### src/rtl/intr_controller.sv
// intr_controller: edge-latched, maskable priority interrupt controller with Intr/Inta/Eret handshake
module intr_controller #(
    parameter int             N          = 8,
    parameter int             IDW        = 4,
    parameter logic [N-1:0]   RESET_MASK = '0
) (
    input  logic             i_clk,
    input  logic             i_rst,
    input  logic [N-1:0]     i_irq,
    input  logic             i_mask_we,
    input  logic [N-1:0]     i_mask_wdata,
    input  logic             i_inta,
    input  logic             i_eret,
    output logic             o_intr,
    output logic [IDW-1:0]   o_vector,
    output logic             o_vector_valid,
    output logic [N-1:0]     o_mask,
    output logic [N-1:0]     o_pending,
    output logic [N-1:0]     o_in_service
);
    localparam logic [1:0] S_IDLE    = 2'd0;
    localparam logic [1:0] S_REQ     = 2'd1;
    localparam logic [1:0] S_SERVICE = 2'd2;

    logic [1:0]     r_state;
    logic [N-1:0]   r_irq_q;
    logic [N-1:0]   r_pending;
    logic [N-1:0]   r_mask;
    logic [N-1:0]   r_in_service;
    logic           r_intr;
    logic           r_vector_valid;
    logic [IDW-1:0] r_vector;

    logic [N-1:0]   w_rise;
    logic [N-1:0]   w_req;
    logic [N-1:0]   w_clr;
    logic [N-1:0]   w_win_onehot;
    logic [IDW-1:0] w_win_idx;
    logic           w_ack;

    assign w_rise = i_irq & ~r_irq_q;
    assign w_req  = r_pending & ~r_mask;
    assign w_ack  = (r_state == S_REQ) && i_inta;
    assign w_clr  = w_ack ? w_win_onehot : '0;

    // lowest-index requesting source wins; scanning downward leaves the lowest hit last
    always_comb begin
        w_win_idx    = '0;
        w_win_onehot = '0;
        for (int i = N - 1; i >= 0; i--) begin
            if (w_req[i]) begin
                w_win_idx       = IDW'(i);
                w_win_onehot    = '0;
                w_win_onehot[i] = 1'b1;
            end
        end
    end

    // edge capture, pending set/clear (a fresh edge beats the acknowledge clear) and mask register
    always_ff @(posedge i_clk) begin
        if (i_rst) begin
            r_irq_q   <= '0;
            r_pending <= '0;
            r_mask    <= RESET_MASK;
        end else begin
            r_irq_q   <= i_irq;
            r_pending <= (r_pending & ~w_clr) | w_rise;
            if (i_mask_we) r_mask <= i_mask_wdata;
        end
    end

    // request / acknowledge / service handshake; an empty request at Inta yields the spurious vector
    always_ff @(posedge i_clk) begin
        if (i_rst) begin
            r_state        <= S_IDLE;
            r_intr         <= 1'b0;
            r_vector       <= '0;
            r_vector_valid <= 1'b0;
            r_in_service   <= '0;
        end else begin
            case (r_state)
                S_IDLE: begin
                    if (|w_req) begin
                        r_intr  <= 1'b1;
                        r_state <= S_REQ;
                    end
                end
                S_REQ: begin
                    if (i_inta) begin
                        r_vector       <= (|w_req) ? w_win_idx : '1;
                        r_in_service   <= w_win_onehot;
                        r_intr         <= 1'b0;
                        r_vector_valid <= 1'b1;
                        r_state        <= S_SERVICE;
                    end else if (!(|w_req)) begin
                        r_intr  <= 1'b0;
                        r_state <= S_IDLE;
                    end
                end
                S_SERVICE: begin
                    if (i_eret) begin
                        r_in_service   <= '0;
                        r_vector_valid <= 1'b0;
                        r_state        <= S_IDLE;
                    end
                end
                default: begin
                    r_intr  <= 1'b0;
                    r_state <= S_IDLE;
                end
            endcase
        end
    end

    assign o_intr         = r_intr;
    assign o_vector       = r_vector;
    assign o_vector_valid = r_vector_valid;
    assign o_mask         = r_mask;
    assign o_pending      = r_pending;
    assign o_in_service   = r_in_service;
endmodule

### config.mk
export PLATFORM = sky130hd
export DESIGN_NAME = intr_controller
export DESIGN_NICKNAME = d
export VERILOG_FILES = /design/src/rtl/intr_controller.sv
export SDC_FILE = /design/constraint.sdc
export NUM_CORES = 1
export LEC_CHECK = 0
export BUFFER_PORTS_ARGS = -buffer_cell sky130_fd_sc_hd__buf_2
export CAP_MARGIN = 20
export CORE_MARGIN = 3
export CORE_UTILIZATION = 47
export DETAILED_ROUTE_END_ITERATION = 16
export GPL_ROUTABILITY_DRIVEN = 0
export GPL_TIMING_DRIVEN = 0
export PLACE_DENSITY = 0.78
export SLEW_MARGIN = 0
export SYNTH_ARGS = -nofsm -noshare
export SYNTH_HDL_FRONTEND = slang
export SYNTH_SLANG_ARGS = --single-unit
export TNS_END_PERCENT = 10
### constraint.sdc
create_clock -name i_clk -period 1.9 [get_ports i_clk]
set_input_delay 0.38 -clock i_clk [delete_from_list [all_inputs] [get_ports i_clk]]
set_output_delay 0.38 -clock i_clk [all_outputs]
set_load 0.01 [all_outputs]
==> flow_summary.json, run 1 <==
{
  "diodes": 0,
  "muxShareOfSynthArea_pct": 5.09,
  "drt_iter0_drc": 53,
  "htreeDepth": 2,
  "ctsHoldBuffers": 0,
  "drt-total-wl_mm": 3.51,
  "n_fill_cell": 299,
  "final_util_pct": 62.0,
  "num_io_pins": 51,
  "cp_max_fo": 9,
  "slew_headroom_pct": 60.7,
  "ys_seq_area_share_pct": 50.9,
  "slowest_delay_ns": 0.37,
  "outcome": "complete, no violations",
  "fin_skew_ns": 0.00961,
  "clkSinkCount": 40,
  "end_kind": "flip-flop",
  "track_usage_pct": 18.3,
  "rr_endpoint": "o_pending[3]$_SDFF_PP0_",
  "drive_above_1_share_pct": 27.8,
  "dr_total_vias": 1364,
  "dr.pass1.iters": 4,
  "ys_seq_elements": 40,
  "timing.final.crit_share_pct": 80.3,
  "cts_tree": "yes",
  "startpoint": "r_state[1]$_SDFFE_PP0P_",
  "finalNetCount": 244,
  "synth_top_family_by_area": "simple AND/OR/NAND/NOR gates",
  "syn_inst": 167,
  "port_buffers": 49,
  "post_cts_buffers": 0,
  "fp.dieArea_um2": 4080,
  "reg2reg_depth": 4,
  "final.setup.tns_ns": 0,
  "leakage_nw": 0.870,
  "root_buffer": "clkbuf_4",
  "syn_avg_cell_area_um2": 9.42,
  "maxCapViolations": 0,
  "cts_resized": 0,
  "synth-compound-area-share_pct": 17.5,
  "min_path_type": "in2reg",
  "antenna_found_initial": 0,
  "cp-endpoint": "o_pending[3]$_SDFF_PP0_",
  "yosysWarnings": 0,
  "synthXorXnorAreaFrac_pct": 0,
  "ant_nets": 0,
  "yosys.area_share.adder_pct": 0,
  "clock_latency_ns": 0.34,
  "crit_chain": "nand3b_2 -> nor3_1 -> nand3_1 -> a32o_1",
  "fmax_ghz": 0.655,
  "fin_cells": 267,
  "fp.dieH_um": 63.8,
  "r2r-start": "r_state[1]$_SDFFE_PP0P_",
  "multi_input_area_um2": 738,
  "post-route-min-period_ns": 1.53,
  "num_rows": 20,
  "syn2layout_area_growth_pct": 23.2,
  "dp_slack_ns": 0.276,
  "tightest_slew_ns": 0.589,
  "routedWlPerCell_um": 13.1,
  "ff_latch_area_um2": 801,
  "ir_worst_vdd_mv": 0.444,
  "synth_cell_types": 34,
  "grt_pass1_wl_mm": 5.82,
  "slowest_stage": "dfxtp_1",
  "rsz0062_at_grt": "false",
  "dp_hpwl_mm": 2.63,
  "initial_utilization_pct": 50.3,
  "core_area_um2": 3130,
  "path_clk_slew_ns": 0.11,
  "grt_pass1_vias": 1232,
  "r2r_slack_ns": 0.37,
  "start_kind": "flip-flop",
  "grt_max_degree": 12,
  "setup_violations": 0,
  "dpl.cell_count": 260,
  "drc": 0,
  "crit_type": "reg2reg",
  "arrival_ns": 1.76,
  "drt-vias-per-instance": 5.11,
  "ys.flop_type": "dfxtp_1",
  "cp_num_cells": 4,
  "synth-simple-area-share_pct": 24.3,
  "die_width_um": 63.8,
  "synth_edf_count": 0,
  "synth_fp_nets": 188,
  "setup_ws_ns": 0.374,
  "grt_remaining_overflow": 0,
  "synthArstFlopShare_pct": 0,
  "powerDensity_nw_per_um2": 866,
  "crit_family": "simple AND/OR/NAND/NOR gates",
  "final_max_slew_viol_count": 0,
  "finalPower_w": 0.00168,
  "cp_num_buf_inv": 0,
  "cts_max_path_buffers": 2,
  "numCtsBuffers": 5,
  "hold_viol": 0,
  "synth_area_um2": 1570,
  "crit_required_ns": 2.13
}
-- routing by layer --
layer  vias up  global-route usage, %  routed length, µm
met5         -                      0                  0
met4         0                   6.47                 45
met3         5                   4.92                209
met2        39                   28.6               1640
met1       609                   24.1               1610
li1        711                      -                  -
-- report_power, final --
part | total [W] | leakage (nW) | internal [W] | switching, W
Combinational | 0.000284 | 0.502 | 0.000122 | 0.000162
Clock | 0.000463 | 0.0374 | 0.000210 | 0.000254
Sequential | 0.000932 | 0.330 | 0.000893 | 0.0000392
Total | 0.00168 | 0.870 | 0.00122 | 0.000455
-- worst min-delay path by stage --
stage	from	end	slack (ns)	depth (start not counted)
after floorplan	r_irq_q[3]$_SDFF_PP0_	o_pending[3]$_SDFF_PP0_	0.45	2
after global placement	o_in_service[5]$_SDFFE_PP0P_	o_in_service[5]$_SDFFE_PP0P_	0.44	2
after detailed placement	o_in_service[5]$_SDFFE_PP0P_	o_in_service[5]$_SDFFE_PP0P_	0.44	2
after CTS	i_rst	r_irq_q[3]$_SDFF_PP0_	0.21	2
after global routing	i_rst	r_irq_q[3]$_SDFF_PP0_	0.22	2
final	i_rst	r_irq_q[3]$_SDFF_PP0_	0.23	2
-- cell usage after synthesis (2+ instances only) --
library cell	instances	area, µm²
a21oi_1	14	70.1
mux2i_1	8	80.1
nor2b_1	17	106
nand2b_1	10	62.6
clkbuf_1	3	11.3
inv_1	4	15.0
a32oi_1	5	43.8
nand3_1	4	20.0
buf_1	2	7.51
nand2_1	5	18.8
nor2_1	23	86.3
dfxtp_1	40	801
o21ai_0	3	15.0
o31ai_1	2	15.0
nor3_1	4	20.0
o211ai_1	2	15.0
a22oi_1	4	30.0
-- final cells by class --
type | instances | area share (%)
Sequential cell | 40 | 41.3
Multi-Input combinational cell | 118 | 38.1
Inverter | 4 | 0.775
Timing Repair Buffer | 49 | 12.7
Buffer | 5 | 0.968
Tap cell | 44 | 2.84
Clock buffer | 7 | 3.36
-- worst register-to-register path: stages (launching register included) --
cell and delay, ns:
dfxtp_1 0.37, nand3b_2 0.36, nor3_1 0.25, nand3_1 0.16, a32o_1 0.29
-- sequential cells by signal, indices dropped and copies added (netlist names) --
register / cells
r_irq_q: 8
o_vector: 4
o_mask: 8
o_intr: 1
r_state: 2
o_vector_valid: 1
o_in_service: 8
o_pending: 8
-- cell families (layout without fill, tap and decap cells) --
family | after synthesis | after routing
AOI/OAI and AO/OA | 39 | 39
buffers and inverters | 9 | 65
DFF | 40 | 40
muxes | 8 | 8
and+or+nand+nor | 71 | 71
-- metrics by stage --
| stage | instance area, µm² | hold slack (ns) |
|---|---|---|
| 2_1_floorplan | 1570 | 0.446 |
| 3_3_place_gp | 1870 | 0.444 |
| 3_5_place_dp | 1870 | 0.445 |
| 4_1_cts | 1940 | 0.214 |
| 5_1_grt | 1940 | 0.215 |
| 6_report | 1940 | 0.226 |
-- placed cells by master, fill, tap and decap left out, drive strengths merged --
master,netlist,final
clkbuf,3,10
a31oi,2,2
and2,1,1
o21ai,4,4
or4,1,1
a32oi,5,5
nand3b,2,2
nor2b,17,17
nand3,4,4
o311ai,1,1
nor4,1,1
inv,4,4
a211oi,1,1
a22oi,4,4
dfxtp,40,40
nor2,23,23
o211ai,3,3
a2111o,1,1
and3b,1,1
buf,2,51
a21oi,14,14
nor3,4,4
nand4b,1,1
or2b,1,1
o41ai,1,1
mux2i,8,8
o31ai,2,2
nand2,5,5
nand2b,10,10
a32o,1,1
Power figures use the tool's default switching activity.
==> inputs of run 2 (changes only) <==
==> constraint.sdc (replaced) <==
create_clock -name i_clk -period 1.44 [get_ports i_clk]
set_input_delay 0.288 -clock i_clk [delete_from_list [all_inputs] [get_ports i_clk]]
set_output_delay 0.288 -clock i_clk [all_outputs]
set_load 0.01 [all_outputs]
==> run 2 against run 1 <==
Compared with the run above:
- the flow now finishes with violations (negative setup slack)
- global-route usage barely moved
- setup slack lost 0.38 ns
- die area stayed put
- largest power group unchanged
- core utilization is 1.5 points higher
- critical path type unchanged
- power grew 33%
- critical endpoint is now o_intr$_SDFFE_PP0P_
- critical path depth unchanged
- sequential share of layout area shrank 0.77 points
- highest routed layer unchanged
- clock-buffer cell count stayed put
- sequential power rose by 33%
- final cell count is the same
==> flow_summary.json, run 2 (synthesized netlist as in run 1, its figures left out) <==
{
  "start_kind": "flip-flop",
  "dr.pass1.iters": 4,
  "p_clk_share_pct": 27.3,
  "fmax_ghz": 0.693,
  "grt_pass1_vias": 1241,
  "track_usage_pct": 18.3,
  "grt_remaining_overflow": 0,
  "setup_ws_ns": -0.00224,
  "antenna_found_initial": 0,
  "crit_type": "reg2reg",
  "fp.dieH_um": 63.8,
  "post-route-min-period_ns": 1.44,
  "layout_commonest_cell": "buf_2",
  "slew_headroom_pct": 60.1,
  "grt-busiest-layer": "met2",
  "final.setup.tns_ns": -0.00224,
  "hold_viol": 0,
  "diodes": 0,
  "port_buffers": 49,
  "slowest_delay_ns": 0.55,
  "num_io_pins": 51,
  "drt-total-wl_mm": 3.51,
  "finalNetCount": 244,
  "gr-usage-met3_pct": 4.92,
  "initial_utilization_pct": 50.3,
  "seqPwrFrac_pct": 55.2,
  "tightest_slew_ns": 0.598,
  "arrival_ns": 1.68,
  "drive_above_1_share_pct": 32.7,
  "drt-vias-per-instance": 5.04,
  "leakage_nw": 0.891,
  "clkSinkCount": 40,
  "n_fill_cell": 297,
  "hold_slack_ns": 0.134,
  "grtUsageMet1_pct": 24.2,
  "fin_skew_ns": 0.0114,
  "crit_chain": "nor2b_2 -> or4_4 -> o211ai_2 -> o211ai_1",
  "die_width_um": 63.8,
  "grt_use_met2_pct": 28.6,
  "timing.final.crit_share_pct": 100,
  "core_area_um2": 3130,
  "dr_total_vias": 1347,
  "fp.dieArea_um2": 4080,
  "maxCapViolations": 0,
  "root_buffer": "clkbuf_4",
  "drt_iter0_drc": 50,
  "ant_nets": 0,
  "htreeDepth": 2,
  "final_max_slew_viol_count": 0,
  "outcome": "finished with violations",
  "syn2layout_area_growth_pct": 26.2,
  "ir_worst_vdd_mv": 0.581,
  "numCtsBuffers": 5,
  "layout_common_cells": "buf_2, dfxtp_1, nor2_1",
  "ctsHoldBuffers": 0,
  "slowest_stage": "or4_4",
  "powerDensity_nw_per_um2": 1130,
  "failed_checks": "negative setup slack",
  "rsz0062_at_grt": "true",
  "path_clk_slew_ns": 0.11,
  "final_util_pct": 63.4,
  "cts_tree": "yes",
  "routedWlPerCell_um": 13.1,
  "combPwrFrac_pct": 17.5,
  "worstHoldPathCells": 2,
  "min_path_type": "in2reg",
  "cts_max_path_buffers": 2,
  "p_int_w": 0.00163,
  "clock_latency_ns": 0.34,
  "dp_slack_ns": -0.0924,
  "dp_hpwl_mm": 2.63,
  "drc": 0,
  "setup_violations": 1,
  "switchingPower_w": 0.000608,
  "num_rows": 20,
  "reg2reg_depth": 4,
  "grt_pass1_wl_mm": 5.84,
  "cp_max_fo": 5,
  "p_sw_share_pct": 27.2,
  "end_kind": "flip-flop",
  "crit_required_ns": 1.67,
  "grt_max_degree": 12
}
run 2: cell counts in the layout (fill, tap and decap cells not counted):
No cell type changed its count.
run 2: path summary, 6_finish.rpt:
path                                 from  slack (ns)                      endpoint
max               o_pending[2]$_SDFF_PP0_      -0.002           o_intr$_SDFFE_PP0P_
min                                 i_rst        0.13         r_irq_q[3]$_SDFF_PP0_
max reg2reg       o_pending[2]$_SDFF_PP0_      -0.002           o_intr$_SDFFE_PP0P_
min reg2reg  o_in_service[3]$_SDFFE_PP0P_        0.46  o_in_service[3]$_SDFFE_PP0P_
run 2: through the flow:
step           area [µm²]  cells  total power, W
4_1_cts              1970    267         0.00225
3_3_place_gp         1870    260         0.00162
5_1_grt              1980    267         0.00236
3_5_place_dp         1870    260         0.00163
2_1_floorplan        1570    167         0.00149
6_report             1980    267         0.00224
run 2: final cells by class:
cell class	instances	area (µm²)	share of cell area, %
multi-input combinational	118	781	39.3
tap	44	55.1	2.77
buffer	5	18.8	0.946
sequential	40	805	40.5
inverter	4	15.0	0.757
timing repair buffer	49	245	12.4
clock buffer	7	65.1	3.28
run 2: power groups by stage:
stage          registers [W]  clock network, W  logic [W]
6_report             0.00124          0.000610   0.000390
5_1_grt              0.00125          0.000675   0.000436
4_1_cts              0.00123          0.000631   0.000389
3_5_place_dp         0.00126                 0   0.000376
3_3_place_gp         0.00125                 0   0.000371
2_1_floorplan        0.00127                 0   0.000219
run 2: routing by layer:
metal  up-vias  wire length, µm
li1        706                -
met2        33             1630
met3         7              193
met5         -                0
met4         0               55
met1       601             1630
run 2: what timing repair did:
item                       in CTS  in global routing
buffers inserted                0                  0
setup endpoints to repair      11                 20
resized for setup               5                  8
pin swaps                       2                  0
run 2: critical path: cells and delay by family (launching register included):
kind | cells | cell delay, ns
simple gates | 2 | 0.73
flops | 1 | 0.34
compound gates | 2 | 0.27
